**src/rtl/clk_gen_pkg.sv**
```systemverilog
// rtl/clk_gen_pkg.sv - shared types and sizing helpers for the clock-enable generator
package clk_gen_pkg;

  typedef enum logic [1:0] {WAIT_LOCK, STABLE, RUN} lock_state_t;

  localparam int DEF_DIV_W       = 8;
  localparam int DEF_LOCK_CYCLES = 1024;
  localparam int LOCK_CNT_W      = $clog2(DEF_LOCK_CYCLES);

  typedef logic [DEF_DIV_W-1:0] div_t;

  // Lock counter must reach cycles-1; never narrower than one bit.
  function automatic int cnt_width(input int cycles);
    return (cycles < 2) ? 1 : $clog2(cycles);
  endfunction

endpackage

```
**src/rtl/clk_en_ch.sv**
```systemverilog
// rtl/clk_en_ch.sv - one divide-by-D clock-enable channel with glitch-free divisor update
module clk_en_ch #(
  parameter int DIV_W   = 8,
  parameter int DIV_RST = 1
) (
  input  logic             clk,
  input  logic             rst,
  input  logic             run,
  input  logic             en,
  input  logic             load,
  input  logic [DIV_W-1:0] div,
  output logic             ce
);

  localparam logic [DIV_W-1:0] RST_D = DIV_W'(DIV_RST);

  logic [DIV_W-1:0] pending_d;
  logic [DIV_W-1:0] active_d;
  logic [DIV_W-1:0] cnt;

  // Divisor 0 behaves as 1, so its reload value is also 0.
  function automatic logic [DIV_W-1:0] reload(input logic [DIV_W-1:0] d);
    return (d == '0) ? '0 : d - 1'b1;
  endfunction

  always_ff @(posedge clk or posedge rst) begin
    if (rst) begin
      pending_d <= RST_D;
      active_d  <= RST_D;
      cnt       <= '0;
      ce        <= 1'b0;
    end else begin
      if (load) begin
        pending_d <= div;
      end
      if (run && en) begin
        // The active divisor only changes at a terminal count, so a
        // period in progress is never shortened or stretched.
        if (cnt == '0) begin
          ce       <= 1'b1;
          active_d <= pending_d;
          cnt      <= reload(pending_d);
        end else begin
          ce  <= 1'b0;
          cnt <= cnt - 1'b1;
        end
      end else begin
        ce       <= 1'b0;
        active_d <= pending_d;
        cnt      <= reload(pending_d);
      end
    end
  end

  logic unused_active;
  assign unused_active = ^active_d;

endmodule

```
**src/rtl/clk_en_gen.sv**
```systemverilog
// rtl/clk_en_gen.sv - MMCM lock supervisor driving NUM_CH phase-aligned clock-enable channels
module clk_en_gen
  import clk_gen_pkg::*;
#(
  parameter int NUM_CH      = 4,
  parameter int DIV_W       = 8,
  parameter int LOCK_CYCLES = 1024,
  parameter int DIV_RST     = 1
) (
  input  logic                    i_clk,
  input  logic                    i_reset,
  input  logic                    i_locked,
  input  logic [NUM_CH*DIV_W-1:0] i_div,
  input  logic                    i_div_load,
  input  logic [NUM_CH-1:0]       i_ch_en,
  input  logic                    i_clr_status,
  output logic [NUM_CH-1:0]       o_ce,
  output logic                    o_ready,
  output logic                    o_rst_out,
  output logic                    o_lost_lock
);

  localparam int               CNT_W     = cnt_width(LOCK_CYCLES);
  localparam logic [CNT_W-1:0] LOCK_LAST = CNT_W'(LOCK_CYCLES - 1);

  logic             lock_meta;
  logic             lock_sync;
  lock_state_t      state;
  logic [CNT_W-1:0] lock_cnt;
  logic             ch_run;

  // Channels stop on the very edge the FSM leaves RUN, so a lock drop
  // never lets one more strobe through.
  assign ch_run = (state == RUN) && lock_sync;

  always_ff @(posedge i_clk or posedge i_reset) begin
    if (i_reset) begin
      lock_meta   <= 1'b0;
      lock_sync   <= 1'b0;
      state       <= WAIT_LOCK;
      lock_cnt    <= '0;
      o_ready     <= 1'b0;
      o_rst_out   <= 1'b1;
      o_lost_lock <= 1'b0;
    end else begin
      lock_meta <= i_locked;
      lock_sync <= lock_meta;
      if (i_clr_status) begin
        o_lost_lock <= 1'b0;
      end
      case (state)
        WAIT_LOCK: begin
          if (lock_sync) begin
            state    <= STABLE;
            lock_cnt <= '0;
          end
        end
        STABLE: begin
          if (!lock_sync) begin
            state <= WAIT_LOCK;
          end else if (lock_cnt == LOCK_LAST) begin
            state     <= RUN;
            o_ready   <= 1'b1;
            o_rst_out <= 1'b0;
          end else begin
            lock_cnt <= lock_cnt + 1'b1;
          end
        end
        RUN: begin
          // Written after the clear so a simultaneous clear loses.
          if (!lock_sync) begin
            state       <= WAIT_LOCK;
            o_ready     <= 1'b0;
            o_rst_out   <= 1'b1;
            o_lost_lock <= 1'b1;
          end
        end
        default: begin
          state     <= WAIT_LOCK;
          o_ready   <= 1'b0;
          o_rst_out <= 1'b1;
        end
      endcase
    end
  end

  for (genvar n = 0; n < NUM_CH; n++) begin : g_ch
    clk_en_ch #(
      .DIV_W   (DIV_W),
      .DIV_RST (DIV_RST)
    ) u_ch (
      .clk  (i_clk),
      .rst  (i_reset),
      .run  (ch_run),
      .en   (i_ch_en[n]),
      .load (i_div_load),
      .div  (i_div[n*DIV_W +: DIV_W]),
      .ce   (o_ce[n])
    );
  end

endmodule

```
**config.mk**
```make
export PLATFORM = sky130hd
export DESIGN_NAME = clk_en_gen
export DESIGN_NICKNAME = d
export VERILOG_FILES = /design/src/rtl/clk_gen_pkg.sv /design/src/rtl/clk_en_ch.sv /design/src/rtl/clk_en_gen.sv
export SDC_FILE = /design/constraint.sdc
export NUM_CORES = 1
export LEC_CHECK = 0
export ABC_AREA = 1
export BUFFER_PORTS_ARGS = -buffer_cell sky130_fd_sc_hd__buf_2
export CORE_MARGIN = 2
export CORE_UTILIZATION = 40
export DETAILED_ROUTE_END_ITERATION = 10
export PLACE_DENSITY = 0.61
export SYNTH_ARGS = -nofsm -noshare
export SYNTH_HDL_FRONTEND = slang
export SYNTH_SLANG_ARGS = --single-unit
export TNS_END_PERCENT = 1
```
**constraint.sdc**
```tcl
create_clock -name i_clk -period 2.5 [get_ports i_clk]
set_input_delay 0.5 -clock i_clk [delete_from_list [all_inputs] [get_ports i_clk]]
set_output_delay 0.5 -clock i_clk [all_outputs]
set_load 0.1 [all_outputs]
```
== Word-level counts from Yosys, hierarchy flattened ==
Cells that the tools add are included.

* Register bits after elaboration: 85
* Bits of input ports: 41
* Output and inout port bits: 7

* Add/subtract/negate cells: 9
* Equality and inequality tests: 9
* Muxes and demuxes: 40
* Bitwise gates (word level): 1
* Reductions and logical operators: 18

{| class="wikitable"
|+ Operators with widths
! kind !! number
|-
| $mux 8 || 12
|-
| $logic_not 8->1 || 8
|-
| $sub 8x1->8 const B || 8
|-
| $mux 10 || 3
|-
| $pmux 10 s2 || 1
|-
| $mux 1 || 17
|-
| $add 10x1->10 const B || 1
|-
| $eq 10x10->1 const B || 1
|-
| $ne 2x2->1 const B || 5
|-
| $mux 2 || 4
|-
| $reduce_and 4->1 || 2
|-
| $pmux 1 s3 || 2
|-
| $pmux 2 s3 || 1
|-
| $logic_and 1x1->1 || 5
|-
| $ne 3x3->1 const B || 1
|-
| $reduce_and 3->1 || 1
|-
| $eq 2x1->1 const B || 1
|-
| $eq 2x2->1 const B || 1
|-
| $logic_not 2->1 || 1
|-
| $reduce_bool 2->1 || 1
|-
| $not 1->1 || 1
|}

== Longest topological paths before layout ==
Gate-level depths: netlist of run 1.

* Depth after elaboration: 4
* Depth in mapped cells: 9
* Gate-level depth less buffers: 9

== Hierarchy ==
A second synthesis of run 1 with hierarchy kept.

* Cells, all modules: 614
* Area, all modules: 4934.7 um^2

{| class="wikitable"
|+ Modules (own cells, without submodules)
! module !! times used !! cells an instance !! area an instance (um^2) !! seq. area each (um^2)
|-
| clk_en_ch || 4 || 126 || 1013.5 || 426.7
|-
| clk_en_gen || 1 || 110 || 880.8 || 426.7
|}

== Worst setup path before layout of run 1 ==
OpenSTA, ideal clock, no wires.

* Path type: register -> output
* Start: reg o_ready
* End: out o_ready
* Arrival: 898 ps
* Setup slack: 1102 ps
* Cell stages (with the launch flop): 1
* Buffers on the path: 0
* Path through: dfrtp_1

{| class="wikitable"
|+ RTL lines
! item !! RTL line !! RTL
|-
| from (decl) || clk_en_gen.sv:18 || <nowiki>output logic o_ready,</nowiki>
|-
| from (signal assigned) || clk_en_gen.sv:42 || <nowiki>o_ready <= 1'b0;</nowiki>
|-
| from (signal assigned) || clk_en_gen.sv:63 || <nowiki>o_ready <= 1'b1;</nowiki>
|-
| from (signal assigned) || clk_en_gen.sv:73 || <nowiki>o_ready <= 1'b0;</nowiki>
|}

No word-level cell between the ends.

== Worst setup path in the final report of run 1 ==
* Start: reg o_rst_out
* End: out o_rst_out

{| class="wikitable"
|+ RTL lines
! item !! RTL line !! RTL
|-
| from (decl) || clk_en_gen.sv:19 || <nowiki>output logic o_rst_out,</nowiki>
|-
| from (signal assigned) || clk_en_gen.sv:43 || <nowiki>o_rst_out <= 1'b1;</nowiki>
|-
| from (signal assigned) || clk_en_gen.sv:64 || <nowiki>o_rst_out <= 1'b0;</nowiki>
|-
| from (signal assigned) || clk_en_gen.sv:74 || <nowiki>o_rst_out <= 1'b1;</nowiki>
|}

No word-level cell between the ends.

==> results.yml, run 1 <==
yosys:
  synth-edff-count: 0
  synth_flop_cell: "dfrtp_1"
  yosysTopAreaCell: "dfrtp_1"
  yosys_warnings: 0
  synth_area_leaders: "dfrtp_1 (43%), nand2_1 (12%), inv_1 (6.6%), o21ai_0 (5.6%), xor2_1 (5.0%)"
  yosysSeqAreaShare_pct: 45.5
  ys_seq_elements: 85
  mappedNetlistArea_um2: 4690
  syn_nets: 656
  synth.most_common_cell: "nand2_1"
  syn_area_per_cell_um2: 7.84
  synth_cells: 598
  synth_cell_types: 29
  ys_async_sr_fraction_pct: 100
  synth_commonest_cells: "nand2_1 (150), inv_1 (82), dfrtp_1 (80)"
  synth_top_area_share_pct: 42.7
floorplanning:
  die_area_um2: 12600
  initial_core_util_pct: 41.0
  die_w_um: 112
  num_rows: 39
  pin_count: 48
  die_y_um: 112
  coreArea_um2: 11400
sta:
  clock_skew_ns: 0.00713
  min_period_over_period_pct: 71.1
  maxSlewViolCount: 0
  setup_viol: 0
  worstMarginPinSlew_ns: 0.860
  hold_viol_final: 0
  period_minus_slack_ns: 1.78
  finalSetupTns_ns: 0
  grt_setup_unrepaired: "false"
  clock.fmax_mhz: 562
  relSlewSlack_pct: 42.7
power:
  total_power_mw: 3.54
  powerDensity_nw_per_um2: 660
  power_leakage_nw: 2.71
  ir_worst_vdd_mv: 0.349
detailed_routing:
  ant_nets: 0
  routed_wl_um: 9340
  drt_iter0_drc: 185
  vias: 3775
  routed_via_density: 4.76
  drtPass1Iterations: 4
  drc: 0
  wl_per_cell_um: 11.8
final_layout:
  drive_gt1_share_pct: 14.8
  seqCellArea_um2: 2130
  fin_nets: 703
  insertedDiodeCount: 0
  fillers: 1134
  multi_input_area_um2: 2160
  area_growth_pct: 14.3
run:
  drv_cap: 0
critical_path:
  crit_arrival_ns: 1.28
  r2r-end: "lock_cnt[4]"
  cp_num_buf_inv: 1
  path_cells: "buf_2"
  reg2reg_from: "lock_cnt[0]"
  cp_slowest_cell: "dfstp_2"
  cp_num_cells: 1
  max_stage_delay_ns: 0.52
  critPathLaunchType: "flop"
  startpoint: "o_rst_out"
  crit_end: "o_rst_out"
  required_ns: 2.00
  reg2reg_slack_ns: 0.86
  end_kind: "output pin"
  path_delay_family: "flip-flops"
  path_class: "flop to output pin"
  r2r_cells: 8
  path_max_fanout: 2
clock_network:
  htreeDepth: 3
  clk_latency_ns: 0.34
  cts_resized: 0
  cts_root_buf: "clkbuf_16"
  cts_setup_buffers: 0
  cts_tree: "built"
  cts_sinks: 85
  clkTransAtPathRegs_ns: 0.06
  cts.hold.buffers_added: 0
  clock_path_buffers: 2
  numCtsBuffers: 9
global_routing:
  grt_pass1_wl_um: 16300
  gr-total-overflow: 0
  antenna_found_initial: 0
  grtUsageTotal_pct: 16.0
  grt_pass1_vias: 3714
  grt_start_max_net_pins: 86
placed_design:
  dp_hpwl_um: 6830
  gp_congestion: 0.835
  io_buffers: 47
outcome:
  status: "complete, no violations"
min_path:
  hold_class: "input pin to flop"
metrics by stage:
| step | instance area (um^2) | worst slack, ns | util [%] | instances | hold slack [ns] |
|---|---|---|---|---|---|
| 4_1_cts | 5360 | 0.707 | 46.9 | 793 | 0.277 |
| 3_5_place_dp | 5060 | 0.879 | 44.3 | 777 | 0.356 |
| 2_1_floorplan | 4690 | 1.02 | - | 598 | 0.331 |
| 6_report | 5360 | 0.722 | 46.9 | 793 | 0.279 |
| 3_3_place_gp | 5060 | 0.941 | 44.3 | 777 | 0.335 |
| 5_1_grt | 5360 | 0.680 | 46.9 | 793 | 0.274 |
layer usage:
layer  wire length (um)  share of wire, %  GRT usage [%]  vias up
met4                180               1.9           6.83        0
met2               4500                48           27.5       55
li1                   -                 -              -     1973
met3                311               3.3           2.32       13
met5                  0                 0              0        -
met1               4350                47           20.2     1734
worst min-delay path by stage:
stage | to | depth (start not counted) | slack, ns | startpoint
after floorplan | lock_sync | 0 | 0.33 | lock_meta
after global placement | lock_sync | 0 | 0.34 | lock_meta
after detailed placement | lock_sync | 0 | 0.36 | lock_meta
after CTS | lock_meta | 1 | 0.28 | i_locked
after global routing | lock_meta | 1 | 0.27 | i_locked
final | lock_meta | 1 | 0.28 | i_locked
sequential cells by signal (all words and copies together) (netlist names):
signal               cells
g_ch.u_ch.cnt           32
g_ch.u_ch.pending_d     32
state                    2
lock_meta                1
g_ch.u_ch.ce             4
o_lost_lock              1
o_rst_out                1
o_ready                  1
lock_sync                1
lock_cnt                10
cell type report:
class,instances,area share (%)
clock inverter,6,1.17
timing repair buffer,48,4.76
sequential,85,39.8
clock buffer,10,4.46
inverter,87,6.16
tap,143,3.34
multi-input combinational,414,40.3
layout by cell type (no fill, tap or decap), drive strengths merged:
master and count:
nand3 43, a21o 2, ha 17, nand2 158, o21ai 64, clkinvlp 4
bufinv 1, buf 48, o22ai 9, dfrtp 80, nor2 65, or2 2
o21bai 1, clkinv 2, xor2 27, inv 86, and2 1, a21oi 1
o32ai 1, dfstp 5, nand3b 1, clkbuf 10, xnor2 8, nand4 9
nor3 5
power by group:
group	switching, mW	internal, mW
Clock	0.559	0.798
Combinational	0.348	0.221
Sequential	0.0970	1.51
Total	1.00	2.53
kinds of logic after synthesis:
family	share of synthesized area, %
xor+xnor	6.54
fa+ha+maj	4.54
compound gates	8.81
buf+inv	8.41
simple gates	26.2
flops	45.5
(Power assumes the default switching activity.)
==> inputs of run 2 (changes only) <==
==> constraint.sdc (replaced) <==
create_clock -name i_clk -period 1.63 [get_ports i_clk]
set_input_delay 0.326 -clock i_clk [delete_from_list [all_inputs] [get_ports i_clk]]
set_output_delay 0.326 -clock i_clk [all_outputs]
set_load 0.1 [all_outputs]
==> results.yml, run 2 (synthesis results as in run 1) <==
critical_path:
  max_stage_delay_ns: 0.52
  critPathLaunchType: "flop"
  path_class: "flop to output pin"
  end_kind: "output pin"
  path_delay_family: "flip-flops"
  cp_num_buf_inv: 1
  path_max_fanout: 2
  required_ns: 1.30
  path_cells: "buf_2"
  cp_slowest_cell: "dfstp_2"
  crit_arrival_ns: 1.27
sta:
  clock_skew_ns: 0.00605
  setup_viol: 0
  relSlewSlack_pct: 67.8
  period_minus_slack_ns: 1.60
  min_period_over_period_pct: 98.0
  finalSetupTns_ns: 0
  hold_viol_final: 0
  clock.fmax_mhz: 626
  worstMarginPinSlew_ns: 0.482
  worst_slack_ns: 0.0323
  maxSlewViolCount: 0
  whs_ns: 0.0132
  grt_setup_unrepaired: "false"
final_layout:
  stdcell_count: 798
  largest_registers: "g_ch.u_ch.cnt (32), g_ch.u_ch.pending_d (32), lock_cnt (10)"
  insertedDiodeCount: 0
  drive_gt1_share_pct: 15.3
  fin_nets: 708
  final_common_cell: "nand2_1"
  multi_input_area_um2: 2160
  fin_area_um2: 5440
  seqCellArea_um2: 2130
  fillers: 1135
  layout_common_cells: "nand2_1 (150), inv_1 (81), dfrtp_1 (80), nor2_1 (56), o21ai_0 (52)"
  area_growth_pct: 16.0
run:
  drv_cap: 0
detailed_routing:
  vias: 3808
  routed_wl_um: 9510
  wl_per_cell_um: 11.9
  drtPass1Iterations: 4
  drt_iter0_drc: 147
  ant_nets: 0
  routed_via_density: 4.77
  drc: 0
placed_design:
  io_buffers: 47
  dp_cells: 782
  dp_hpwl_um: 7240
  gp_congestion: 0.873
  place_area_um2: 5120
  dp_slack_ns: 0.153
floorplanning:
  die_area_um2: 12600
  num_rows: 39
  pin_count: 48
  coreArea_um2: 11400
  die_w_um: 112
  die_y_um: 112
  initial_core_util_pct: 41.0
clock_network:
  cts_tree: "built"
  htreeDepth: 3
  clkTransAtPathRegs_ns: 0.06
  clk_latency_ns: 0.34
  numCtsBuffers: 9
  cts_root_buf: "clkbuf_16"
  clock_path_buffers: 2
  cts_sinks: 85
global_routing:
  gr-total-overflow: 0
  grt_start_max_net_pins: 65
  grtUsageTotal_pct: 16.3
  antenna_found_initial: 0
  grt_pass1_vias: 3830
  grt_pass1_wl_um: 16700
min_path:
  hold_class: "input pin to async pin"
power:
  ir_worst_vdd_mv: 0.528
  power_leakage_nw: 2.76
  powerDensity_nw_per_um2: 1010
outcome:
  status: "complete, no violations"
## run 2: cell count changes in the layout (fill, tap and decap cells not counted), moves of 2 or more
cell / change
buf_12: +2
buf_4: +3
clkbuf_8: +2
clkinvlp_4: -2
## run 2: through the flow
stage	power, mW	util, %
after global routing	5.82	47.6
after global placement	3.39	44.8
after CTS	5.57	47.6
final	5.49	47.6
after floorplan	3.14	-
after detailed placement	3.41	44.8
## run 2: area by class of cell
cell class | instances | share of cell area (%)
Timing Repair Buffer | 53 | 5.84
Inverter | 87 | 6.07
Sequential cell | 85 | 39.2
Tap cell | 143 | 3.29
Clock inverter | 3 | 0.782
Clock buffer | 13 | 4.97
Multi-Input combinational cell | 414 | 39.8
## run 2: routing by layer
metal  global-route usage [%]  up-vias  wire length (um)
met5                        0        -                 0
met4                     5.45        0               157
met3                     3.67       11               245
met2                     27.1       59              4530
met1                     21.0     1750              4580
li1                         -     1988                 -
## run 2: power by group
group          internal (mW)  switching (mW)  leakage (nW)
clock network           1.31           0.803         0.152
logic                  0.353           0.552          1.57
registers               2.32           0.148          1.04
total                   3.99            1.50          2.76
## run 2: path summary, 6_finish.rpt
path / cells after the start / endpoint / start / slack (ns)
hold reg to reg: 0 / lock_sync / lock_meta / 0.35
setup / recovery: 1 / o_rst_out / o_rst_out / 0.03
hold / removal: 2 / o_ready / i_reset / 0.01
setup reg to reg: 9 / g_ch[0].u_ch.cnt[2] / g_ch[0].u_ch.pending_d[0] / 0.16
min in group i_clk: 1 / lock_meta / i_locked / 0.10
max in group asynchronous: 3 / g_ch[3].u_ch.pending_d[0] / i_reset / 1.02
## run 2: what timing repair did
item                       in CTS  in global routing
hold buffers                    0                  0
setup endpoints to repair       0                  3
setup buffers                   0                  0
gates resized for setup         0                  1
==> inputs of run 3 (changes only) <==
--- a/config.mk
+++ b/config.mk
@@ -11,6 +11,7 @@
 export CORE_UTILIZATION = 40
 export DETAILED_ROUTE_END_ITERATION = 10
 export PLACE_DENSITY = 0.61
+export RECOVER_POWER = 25
 export SYNTH_ARGS = -nofsm -noshare
 export SYNTH_HDL_FRONTEND = slang
 export SYNTH_SLANG_ARGS = --single-unit
==> results.yml, run 3 (synthesis results as in run 1) <==
placed_design:
  gp_congestion: 0.873
  io_buffers: 47
  dp_hpwl_um: 7240
  dp_slack_ns: 0.153
  place_area_um2: 5120
floorplanning:
  pin_count: 48
  initial_core_util_pct: 41.0
  coreArea_um2: 11400
  num_rows: 39
  die_w_um: 112
  die_y_um: 112
  die_area_um2: 12600
sta:
  worstMarginPinSlew_ns: 0.911
  grt_setup_unrepaired: "false"
  clock.fmax_mhz: 627
  finalSetupTns_ns: 0
  period_minus_slack_ns: 1.59
  clock_skew_ns: 0.00608
  min_period_over_period_pct: 97.8
  worst_slack_ns: 0.0356
  maxSlewViolCount: 0
  hold_viol_final: 0
  relSlewSlack_pct: 39.0
  setup_viol: 0
detailed_routing:
  ant_nets: 0
  vias: 3808
  routed_wl_um: 9510
  routed_via_density: 4.77
  wl_per_cell_um: 11.9
  drc: 0
  drtPass1Iterations: 4
  drt_iter0_drc: 142
outcome:
  status: "complete, no violations"
clock_network:
  cts_setup_buffers: 0
  cts_sinks: 85
  clock_path_buffers: 2
  clk_latency_ns: 0.33
  htreeDepth: 3
  cts.hold.buffers_added: 0
  cts_root_buf: "clkbuf_16"
  numCtsBuffers: 9
  clkTransAtPathRegs_ns: 0.06
  cts_tree: "built"
power:
  powerDensity_nw_per_um2: 1010
  power.switching_mw: 1.50
  internal_power_mw: 3.98
  switching_share_pct: 27.3
  total_power_mw: 5.48
  ir_worst_vdd_mv: 0.528
  power_leakage_nw: 2.76
  combPwrFrac_pct: 16.4
  clkPwrFrac_pct: 38.5
  seqPwrFrac_pct: 45.1
critical_path:
  path_cells: "buf_2"
  cp_num_buf_inv: 1
  required_ns: 1.30
  path_class: "flop to output pin"
  critPathLaunchType: "flop"
  crit_arrival_ns: 1.27
  path_max_fanout: 2
  path_delay_family: "flip-flops"
  max_stage_delay_ns: 0.52
  end_kind: "output pin"
  cp_slowest_cell: "dfstp_2"
global_routing:
  grt_pass1_wl_um: 16700
  grtUsageTotal_pct: 16.3
  grt_start_max_net_pins: 65
  antenna_found_initial: 0
  gr-total-overflow: 0
  grt_pass1_vias: 3830
final_layout:
  final_common_cell: "nand2_1"
  layout_common_cells: "nand2_1 (150), inv_1 (81), dfrtp_1 (80), nor2_1 (56), o21ai_0 (52)"
  fillers: 1137
  drive_gt1_share_pct: 15.3
  fin_area_um2: 5420
  fin_nets: 708
  largest_registers: "g_ch.u_ch.cnt (32), g_ch.u_ch.pending_d (32), lock_cnt (10)"
  area_growth_pct: 15.6
  insertedDiodeCount: 0
run:
  drv_cap: 0
min_path:
  hold_class: "input pin to flop"
-- run 3: cell count changes in the layout (fill, tap and decap cells not counted) --
| cell | change |
|---|---|
| clkbuf_2 | +1 |
| clkinvlp_4 | -1 |
| buf_12 | -1 |
| clkinvlp_2 | +1 |
-- run 3: final cells by class --
class | count | area, um^2 | share of cell area (%)
Multi-Input combinational cell | 414 | 2160 | 39.9
Sequential cell | 85 | 2130 | 39.4
Inverter | 87 | 328 | 6.05
Timing Repair Buffer | 53 | 303 | 5.59
Clock buffer | 13 | 270 | 4.99
Tap cell | 143 | 179 | 3.30
Clock inverter | 3 | 42.5 | 0.785
-- run 3: path summary, 6_finish.rpt --
kind | cells after the start | startpoint | to | slack, ns
min in group asynchronous | 2 | i_reset | g_ch[2].u_ch.cnt[4] | 0.13
worst max register to register | 9 | g_ch[0].u_ch.pending_d[0] | g_ch[0].u_ch.cnt[2] | 0.16
worst min-delay path | 1 | i_locked | lock_meta | 0.10
worst min register to register | 0 | lock_meta | lock_sync | 0.35
max in group asynchronous | 3 | i_reset | g_ch[1].u_ch.cnt[7] | 0.31
worst max-delay path | 1 | o_rst_out | o_rst_out | 0.04
-- run 3: metrics by stage --
| stage | util (%) | hold slack (ns) | instances |
|---|---|---|---|
| 6_report | 47.5 | 0.101 | 798 |
| 5_1_grt | 47.5 | 0.0855 | 798 |
| 4_1_cts | 47.6 | 0.0212 | 798 |
| 2_1_floorplan | - | 0.331 | 598 |
| 3_5_place_dp | 44.8 | 0.341 | 782 |
| 3_3_place_gp | 44.8 | 0.337 | 782 |
-- run 3: power groups by stage --
stage               logic, mW  registers (mW)  clock network (mW)
global placement        0.883            2.50                   0
finish                  0.899            2.47                2.11
detailed placement      0.903            2.51                   0
global route             1.05            2.50                2.27
CTS                     0.916            2.47                2.18
floorplan               0.668            2.48                   0
-- run 3: timing repair --
action                                  CTS  global route
resized for setup                         0             1
hold endpoints to repair                  0             0
endpoints found under the setup margin    0             3
-- run 3: per-layer routing --
metal	wire length (um)	global-route usage, %	vias to the layer above
met3	277	3.67	6
met2	4610	27.1	59
met5	0	0	-
met4	82	5.45	0
li1	-	-	1989
met1	4540	21.0	1754
